--- src/rtl/bounce_if.sv ---
// Command/status bundle between a stimulus source and the bounce emulator.
interface bounce_if;
   logic en;
   logic clean_in;
   logic noisy_out;
   logic busy;
   logic done;

   modport master (output en, output clean_in, input noisy_out, input busy, input done);
   modport slave  (input en, input clean_in, output noisy_out, output busy, output done);
endinterface

--- src/rtl/bounce_emulator.sv ---
// Turns a clean commanded level into a reproducible bouncing contact waveform.
// state  | meaning
// IDLE   | output equals target, waiting for a new command
// BOUNCE | emitting toggles spaced by LFSR-derived gaps
// SETTLE | output held, counting down to the done pulse
module bounce_emulator #(
   parameter int          BOUNCES    = 3,
   parameter int          MIN_GAP    = 4,
   parameter logic [15:0] GAP_MASK   = 16'h003F,
   parameter int          SETTLE_CYC = 100,
   parameter int          CNT_W      = 16,
   parameter logic [15:0] SEED       = 16'hACE1
) (
   input  logic     clk,
   input  logic     rst,
   bounce_if.slave  bus
);

   localparam logic [15:0] SEED_NZ = (SEED == 16'h0000) ? 16'h0001 : SEED;
   localparam logic [15:0] TAPS    = 16'hB400;
   localparam int          REM_W   = (BOUNCES > 0) ? $clog2(2 * BOUNCES + 1) : 1;
   localparam logic [REM_W-1:0] REM_INIT  = REM_W'(2 * BOUNCES);
   localparam logic [CNT_W-1:0] SETTLE_LD = CNT_W'(SETTLE_CYC);

   typedef enum logic [1:0] {IDLE, BOUNCE, SETTLE} state_t;

   state_t           state;
   logic [15:0]      lfsr;
   logic [CNT_W-1:0] gap;
   logic [CNT_W-1:0] gap_cnt;
   logic [CNT_W-1:0] settle_cnt;
   logic [REM_W-1:0] remaining;
   logic             target;
   logic             noisy;
   logic             busy_r;
   logic             done_r;
   logic             chg;

   assign gap = CNT_W'(MIN_GAP) + CNT_W'(lfsr & GAP_MASK);
   assign chg = (bus.clean_in != target);

   // Free-running so the gap sequence depends only on time since reset.
   always_ff @(posedge clk or posedge rst) begin
      if (rst)
         lfsr <= SEED_NZ;
      else if (lfsr[0])
         lfsr <= (lfsr >> 1) ^ TAPS;
      else
         lfsr <= lfsr >> 1;
   end

   always_ff @(posedge clk or posedge rst) begin
      if (rst) begin
         state      <= IDLE;
         target     <= 1'b0;
         noisy      <= 1'b0;
         busy_r     <= 1'b0;
         done_r     <= 1'b0;
         gap_cnt    <= '0;
         settle_cnt <= '0;
         remaining  <= '0;
      end else begin
         done_r <= 1'b0;
         if (!bus.en) begin
            state      <= IDLE;
            target     <= bus.clean_in;
            noisy      <= bus.clean_in;
            busy_r     <= 1'b0;
            gap_cnt    <= '0;
            settle_cnt <= '0;
            remaining  <= '0;
         end else if (chg) begin
            // A new command always restarts from first contact, whatever the state.
            target    <= bus.clean_in;
            noisy     <= bus.clean_in;
            busy_r    <= 1'b1;
            remaining <= REM_INIT;
            gap_cnt   <= gap;
            if (BOUNCES == 0) begin
               state      <= SETTLE;
               settle_cnt <= SETTLE_LD;
            end else begin
               state <= BOUNCE;
            end
         end else begin
            case (state)
               BOUNCE: begin
                  if (gap_cnt == CNT_W'(1)) begin
                     noisy     <= ~noisy;
                     remaining <= remaining - REM_W'(1);
                     gap_cnt   <= gap;
                     if (remaining == REM_W'(1)) begin
                        state      <= SETTLE;
                        settle_cnt <= SETTLE_LD;
                     end
                  end else begin
                     gap_cnt <= gap_cnt - CNT_W'(1);
                  end
               end
               SETTLE: begin
                  if (settle_cnt == CNT_W'(1)) begin
                     state  <= IDLE;
                     busy_r <= 1'b0;
                     done_r <= 1'b1;
                  end else begin
                     settle_cnt <= settle_cnt - CNT_W'(1);
                  end
               end
               default: ;
            endcase
         end
      end
   end

   assign bus.noisy_out = noisy;
   assign bus.busy      = busy_r;
   assign bus.done      = done_r;

endmodule
--- src/flat_wrapper.sv ---
// flat-port wrapper written by rule: the top's interface ports become plain ports
module bounce_emulator_flat 
#(
   parameter int          BOUNCES    = 3,
   parameter int          MIN_GAP    = 4,
   parameter logic [15:0] GAP_MASK   = 16'h003F,
   parameter int          SETTLE_CYC = 100,
   parameter int          CNT_W      = 16,
   parameter logic [15:0] SEED       = 16'hACE1
)
  (clk, rst, bus_en, bus_clean_in, bus_noisy_out, bus_busy, bus_done);
  bounce_if bus_i ();
  input  logic clk;
  input  logic rst;
  input wire logic [$bits(bus_i.en)-1:0] bus_en;
  input wire logic [$bits(bus_i.clean_in)-1:0] bus_clean_in;
  output wire logic [$bits(bus_i.noisy_out)-1:0] bus_noisy_out;
  output wire logic [$bits(bus_i.busy)-1:0] bus_busy;
  output wire logic [$bits(bus_i.done)-1:0] bus_done;
  assign bus_i.en = bus_en;
  assign bus_i.clean_in = bus_clean_in;
  assign bus_noisy_out = bus_i.noisy_out;
  assign bus_busy = bus_i.busy;
  assign bus_done = bus_i.done;
  bounce_emulator #(.BOUNCES(BOUNCES), .MIN_GAP(MIN_GAP), .GAP_MASK(GAP_MASK), .SETTLE_CYC(SETTLE_CYC), .CNT_W(CNT_W), .SEED(SEED)) u_core (.clk(clk), .rst(rst), .bus(bus_i));
endmodule
--- config.mk ---
export PLATFORM = sky130hd
export DESIGN_NAME = bounce_emulator_flat
export DESIGN_NICKNAME = d
export VERILOG_FILES = /design/src/rtl/bounce_if.sv /design/src/rtl/bounce_emulator.sv /design/src/flat_wrapper.sv
export SDC_FILE = /design/constraint.sdc
export NUM_CORES = 1
export LEC_CHECK = 0
export ABC_AREA = 1
export ABC_CLOCK_PERIOD_IN_PS = 1450
export CAP_MARGIN = 20
export CORE_MARGIN = 4
export CORE_UTILIZATION = 53
export DETAILED_ROUTE_END_ITERATION = 10
export PLACE_DENSITY = 0.81
export SLEW_MARGIN = 10
export SYNTH_ARGS = -nofsm -noshare
export SYNTH_HDL_FRONTEND = slang
export SYNTH_SLANG_ARGS = --single-unit
--- constraint.sdc ---
create_clock -name clk -period 1.45 [get_ports clk]
set_input_delay 0.145 -clock clk [delete_from_list [all_inputs] [get_ports clk]]
set_output_delay 0.145 -clock clk [all_outputs]
set_load 0.03 [all_outputs]
==> impl_metrics.env, run 1 <==
export IMPL_initial_utilization_pct=54.9
export IMPL_worstSetupPathDepth=9
export IMPL_coreArea_um2=5920
export IMPL_syn_area_um2=3250
export IMPL_clock_sinks=57
export IMPL_drc=0
export IMPL_placed_cells=579
export IMPL_syn_to_final_growth_pct=39.5
export IMPL_htree_num_levels=3
export IMPL_arrival_ns=1.82
export IMPL_grt_max_degree=58
export IMPL_synth_nets=450
export IMPL_cts_root_buffer="clkbuf_8"
export IMPL_finalSetupViolCount=38
export IMPL_fin_nets=542
export IMPL_slew_viol_final=0
export IMPL_synth_flop_cell="dfrtp_1"
export IMPL_synth_area_per_cell_um2=7.40
export IMPL_worst_path_max_delay_cell="dfrtp_1"
export IMPL_synth_top_cells_by_count="139 x nand2_1, 70 x nor2_1, 49 x dfrtp_1, 47 x nand3_1, 41 x inv_1"
export IMPL_ant_nets=0
export IMPL_vias=3455
export IMPL_fin_ws_ns=-0.154
export IMPL_path_clk_slew_ns=0.07
export IMPL_status="finished with violations"
export IMPL_wl_um=9620
export IMPL_placementRows=28
export IMPL_fmax_mhz=623
export IMPL_yosysWarnings=0
export IMPL_antenna_found_initial=0
export IMPL_p_leak_nw=2.32
export IMPL_postSynth_asyncResetShare_pct=100
export IMPL_vdd_drop_max_mv=0.855
export IMPL_placed_area_um2=3870
export IMPL_die_width_um=86.3
export IMPL_grt_setup_unrepaired="true"
export IMPL_synth_seq_cells=57
export IMPL_drive_gt1_share_pct=35.8
export IMPL_critPathRequiredTime_ns=1.66
export IMPL_clock_skew_ns=0.00692
export IMPL_numCtsBuffers=9
export IMPL_io_buffers=6
export IMPL_fin_crit_sh_pct=111
export IMPL_insertedDiodeCount=0
export IMPL_grtUsageTotal_pct=25.2
export IMPL_synthMostInstantiatedCell="nand2_1"
export IMPL_reg2reg_setup_slack_ns=-0.15
export IMPL_synth_top_area_share_pct=37.7
export IMPL_die_y_um=86.3
export IMPL_synth_edf_count=0
export IMPL_yosys_area_top_type="dfrtp_1"
export IMPL_grt_pass1_wl_um=14700
export IMPL_hold_path_class="input port to asynchronous set/reset pin"
export IMPL_vias_per_cell=5.65
export IMPL_dp_hpwl_um=5420
export IMPL_grt_ovfl_total=0
export IMPL_seq_area_frac_synth_pct=44.2
export IMPL_startpoint_type="flip-flop"
export IMPL_cp_top_family="simple AND/OR/NAND/NOR gates"
export IMPL_fin_area_um2=4530
export IMPL_period_needed_ns=1.60
export IMPL_max_cap_violations=0
export IMPL_final_cell_count_no_fill=611
export IMPL_dp_slack_ns=-0.313
export IMPL_violations="setup timing"
export IMPL_cp_cell_sequence="nor2_1 > nand2_2 > nor2_2 > nand2_2 > nand2_4 > buf_12 > nand4_4 > nand2_1 > nand2_1"
export IMPL_path_max_fanout=8
export IMPL_wire_per_inst_um=15.7
export IMPL_gp_congestion=0.940
export IMPL_grt_pass1_vias=3318
export IMPL_cp_slowest_stage_delay_ns=0.38
export IMPL_rr_worst_depth=9
export IMPL_max_slew_margin_rel_pct=69.2
export IMPL_powerDensity_nw_per_um2=1160
export IMPL_cp_end_kind="flip-flop"
export IMPL_dieArea_um2=7450
export IMPL_path_buf_inv=1
export IMPL_finalHoldViolCount=0
export IMPL_cts_tree="yes"
export IMPL_clockBufferDepth=2
export IMPL_path_class="flip-flop to flip-flop"
export IMPL_synth_cell_types=32
export IMPL_drtPass1Iterations=5
export IMPL_synth_cells=439
export IMPL_drt_iter0_markers=268
export IMPL_cts_hold_buffers=0
export IMPL_clk_insertion_delay_late_ns=0.34
export IMPL_netlist_top_cells_area="dfrtp_1 38%, nand2_1 16%, nor2_1 8.1%"
export IMPL_ios=7
export IMPL_worst_pin_slew_ns=0.457
[worst paths after layout]
path	startpoint	end
max in group asynchronous	rst	u_core.lfsr[6]
worst max register to register	u_core.gap_cnt[9]	u_core.settle_cnt[10]
worst max-delay path	u_core.gap_cnt[9]	u_core.settle_cnt[10]
worst min-delay path	rst	u_core.lfsr[14]
worst min register to register	u_core.lfsr[6]	u_core.lfsr[5]
min in group clk	bus_clean_in	u_core.target
[through the flow]
step / power, mW / hold slack [ns] / TNS, ns / util (%)
2_1_floorplan: 2.78 / 0.229 / 0 / -
3_3_place_gp: 3.29 / 0.336 / -7.20 / 65.3
3_5_place_dp: 3.33 / 0.343 / -9.35 / 65.3
4_1_cts: 4.96 / 0.245 / -1.84 / 72.3
5_1_grt: 5.51 / 0.258 / -7.41 / 76.6
6_report: 5.24 / 0.242 / -3.75 / 76.6
[area by class of cell]
class,instances,area [µm²]
Clock inverter,3,40.0
Inverter,43,165
Multi-Input combinational cell,333,1930
Tap cell,75,93.8
Timing Repair Buffer,87,721
Sequential cell,57,1440
Fill cell,378,1390
Clock buffer,13,149
[sequential cells by signal, indices dropped and copies added (netlist names)]
name,cells
u_core.bus.busy,1
u_core.bus.done,1
u_core.bus.noisy_out,1
u_core.gap_cnt,16
u_core.lfsr,16
u_core.remaining,3
u_core.settle_cnt,16
u_core.state,2
u_core.target,1
[kinds of logic (layout without fill, tap and decap cells)]
kind of cell / Yosys count / count (layout) / share of synthesized area [%]
flops: 57 / 57 / 44.2
mux: 1 / 1 / 0.308
xor+xnor: 15 / 15 / 4.04
compound gates: 25 / 25 / 4.31
simple gates: 284 / 285 / 38.0
buf+inv: 50 / 146 / 6.50
fa+ha+maj: 7 / 7 / 2.69
[power breakdown]
group / total [mW] / internal, mW / leakage [nW] / switching, mW
Combinational: 1.96 / 0.821 / 1.48 / 1.13
Sequential: 1.81 / 1.70 / 0.743 / 0.112
Clock: 1.48 / 0.837 / 0.0974 / 0.638
[timing repair]
action                                  4_1_cts  5_1_grt
gates cloned                                  1        0
resized for setup                            45       55
endpoints found under the setup margin       41       39
setup buffers                                 8        7
pin swaps                                    20       16
[layer usage]
metal / part of all wire (%) / vias to the layer above / global-route usage, % / wire (µm)
met5: 0 / - / 0 / 0
met4: 4.8 / 0 / 13.0 / 460
met1: 38 / 1671 / 28.9 / 3660
met2: 51 / 165 / 44.0 / 4930
li1: - / 1572 / - / -
met3: 6.0 / 47 / 5.32 / 574
[worst register-to-register path, delay by kind of cell (launching register included)]
family / cells / cell delay, ns
DFF: 1 / 0.38
buffers and inverters: 1 / 0.11
and+or+nand+nor: 8 / 1.02
[cell usage in the layout, fill, tap and decap left out, drive strengths merged]
master	instances
nand4	8
a21oi	5
nand3b	1
nor2	77
ha	7
a31oi	1
o21bai	2
clkinvlp	1
nand2	145
bufinv	1
mux2i	1
clkdlybuf4s50	3
xor2	12
clkbuf	13
nor3	3
o22ai	2
o21ai	14
nand3	48
nor3b	2
inv	42
o21a	1
or2	1
dlygate4sd2	3
buf	81
clkinv	2
dfrtp	49
xnor2	3
dfstp	8
Note: power is estimated with default switching activity, not from simulation.
==> inputs of run 2 (changes only) <==
CAP_MARGIN = not set   (was 20)
CORE_ASPECT_RATIO = 1.25   (was not set)
PLACE_DENSITY = 0.77   (was 0.81)
==> run 2 against run 1 <==
  * The run still ends with setup timing left
  * Die area increased by 0.10%
  * Maximum frequency decreased by 3.1%
  * Via count decreased by 3.1%
  * Global-route usage decreased by 1.5 points
  * Combinational power increased by 9%
  * Clock skew decreased by 0.0015 ns
  * Wire length increased by 2.1%
  * Core utilization increased by 4.0 points
  * Sequential share of layout area decreased by 1.2 points
  * Critical path type unchanged
  * Critical endpoint is now u_core.settle_cnt[3]
==> impl_metrics.env, run 2 (synthesis gave the netlist of run 1 again) <==
export IMPL_placed_cells=588
export IMPL_initial_utilization_pct=55.5
export IMPL_dp_slack_ns=-0.322
export IMPL_layout_common_cells="105 x nand2_1, 71 x buf_4, 48 x nor2_1, 47 x dfrtp_1, 34 x nand2_2"
export IMPL_startpoint_type="flip-flop"
export IMPL_io_buffers=6
export IMPL_clock_sinks=57
export IMPL_drt_iter0_markers=284
export IMPL_slew_viol_final=0
export IMPL_gp_congestion=0.902
export IMPL_cp_slowest_stage_delay_ns=0.39
export IMPL_path_clk_slew_ns=0.07
export IMPL_reg_largest_list="u_core.gap_cnt x16, u_core.lfsr x16, u_core.settle_cnt x16"
export IMPL_violations="setup timing"
export IMPL_reg2reg_setup_slack_ns=-0.21
export IMPL_critPathRequiredTime_ns=1.73
export IMPL_dp_hpwl_um=5330
export IMPL_p_sw_mw=2.02
export IMPL_hold_path_class="input port to asynchronous set/reset pin"
export IMPL_ant_nets=0
export IMPL_power_frac_seq_pct=33.4
export IMPL_dieArea_um2=7460
export IMPL_multi_input_area_um2=2070
export IMPL_worst_path_max_delay_cell="dfrtp_1"
export IMPL_period_needed_ns=1.66
export IMPL_mostFrequentLayoutCell="nand2_1"
export IMPL_holdWs_ns=0.222
export IMPL_grt_max_degree=58
export IMPL_reg2reg_to="u_core.settle_cnt[3]"
export IMPL_finalHoldViolCount=0
export IMPL_n_fill_cell=332
export IMPL_fin_nets=543
export IMPL_rr_worst_depth=11
export IMPL_fin_ws_ns=-0.206
export IMPL_grt_setup_unrepaired="true"
export IMPL_powerDensity_nw_per_um2=1160
export IMPL_power_total_mw=5.46
export IMPL_clock_skew_ns=0.00541
export IMPL_drc=0
export IMPL_clk_insertion_delay_late_ns=0.34
export IMPL_die_width_um=78.0
export IMPL_combPwrFrac_pct=39.1
export IMPL_fmax_mhz=604
export IMPL_swShare_pct=37.0
export IMPL_wire_per_inst_um=15.9
export IMPL_worst_pin_slew_ns=0.328
export IMPL_path_class="flip-flop to flip-flop"
export IMPL_syn_to_final_growth_pct=45.2
export IMPL_status="finished with violations"
export IMPL_grtUsageTotal_pct=23.7
export IMPL_clkPwrFrac_pct=27.6
export IMPL_finalSetupViolCount=37
export IMPL_antenna_found_initial=0
export IMPL_rr_startpoint="u_core.gap_cnt[1]"
export IMPL_cts_tree="yes"
export IMPL_grt_ovfl_total=0
export IMPL_placementRows=31
export IMPL_cts_root_buffer="clkbuf_8"
export IMPL_arrival_ns=1.93
export IMPL_max_cap_violations=0
export IMPL_grt_pass1_wl_um=13800
export IMPL_seq_area_um2=1440
export IMPL_clockBufferDepth=2
export IMPL_p_leak_nw=2.38
export IMPL_drive_gt1_share_pct=41.3
export IMPL_cp_end_kind="flip-flop"
export IMPL_cp_cell_sequence="inv_2 > ha_4 > nand2_2 > nor2_1 > nand2_1 > nand2_4 > nand2_4 > nor2_4 > clkbuf_16 > nand2_1 > nand2_1"
export IMPL_vias=3347
export IMPL_placed_area_um2=3890
export IMPL_grt_pass1_vias=3070
export IMPL_utilization_pct=80.6
export IMPL_drtPass1Iterations=5
export IMPL_path_max_fanout=8
export IMPL_crit_path_frequent_cell="nand2_1"
export IMPL_numCtsBuffers=9
export IMPL_vdd_drop_max_mv=0.746
export IMPL_die_y_um=95.6
export IMPL_fin_area_um2=4720
export IMPL_fin_setup_tns_ns=-3.50
export IMPL_ios=7
export IMPL_htree_num_levels=3
export IMPL_final_cell_count_no_fill=619
export IMPL_vias_per_cell=5.41
export IMPL_wl_um=9820
export IMPL_coreArea_um2=5860
export IMPL_max_slew_margin_rel_pct=78.2
export IMPL_insertedDiodeCount=0
export IMPL_p_int_mw=3.44
export IMPL_fin_crit_sh_pct=114
==> run 2: changes by cell type in the layout (fill, tap and decap cells not counted), moves of 6 or more <==
cell / before / now
nand3_1: 40 / 29
nand2_2: 27 / 34
o21ai_0: 10 / 4
nand3_2: 6 / 17
nor2_2: 18 / 12
nand2_1: 115 / 105
==> run 2: critical path: cells and delay by family (launching register included) <==
family,cells,cell delay [ns]
and+or+nand+nor,8,0.78
DFF,1,0.39
buffers and inverters,2,0.27
adders and majority gates,1,0.15
==> run 2: power groups by stage <==
stage               clock, mW  sequential (mW)  combinational, mW
floorplan                   0             1.82              0.953
global placement            0             1.81               1.52
detailed placement          0             1.81               1.55
CTS                      1.52             1.79               1.73
global route             1.59             1.83               2.29
finish                   1.50             1.82               2.13
==> run 2: what timing repair did <==
action                                  in CTS  in global routing
endpoints found under the setup margin      41                 39
hold buffers                                 0                  0
gates cloned                                 2                  1
pin swaps                                   12                 29
setup buffers                                7                  6
resized for setup                           55                 92
==> run 2: layout make-up <==
type                            count  area share (%)
Tap cell                           82            2.17
Timing Repair Buffer               88            15.8
Clock buffer                       11            2.99
Multi-Input combinational cell    333            43.9
Clock inverter                      5            1.17
Inverter                           43            3.55
Sequential cell                    57            30.5
==> run 2: how the worst max path moves through the flow <==
| stage | slack [ns] | to | start | depth (start not counted) |
|---|---|---|---|---|
| global route | -0.27 | u_core.settle_cnt[3] | u_core.gap_cnt[1] | 11 |
| CTS | -0.08 | u_core.settle_cnt[5] | u_core.gap_cnt[1] | 11 |
| floorplan | 0.004 | u_core.remaining[0] | u_core.gap_cnt[1] | 9 |
| finish | -0.21 | u_core.settle_cnt[3] | u_core.gap_cnt[1] | 11 |
| global placement | -0.26 | u_core.gap_cnt[11] | bus_clean_in | 8 |
| detailed placement | -0.32 | u_core.remaining[2] | u_core.gap_cnt[1] | 9 |
==> run 2: layer usage <==
metal  routed length, µm  GRT usage (%)  vias up
li1                    -              -     1570
met1                3740           26.9     1591
met2                5110           42.1      138
met3                 515           5.48       48
met4                 465           11.2        0
met5                   0              0        -
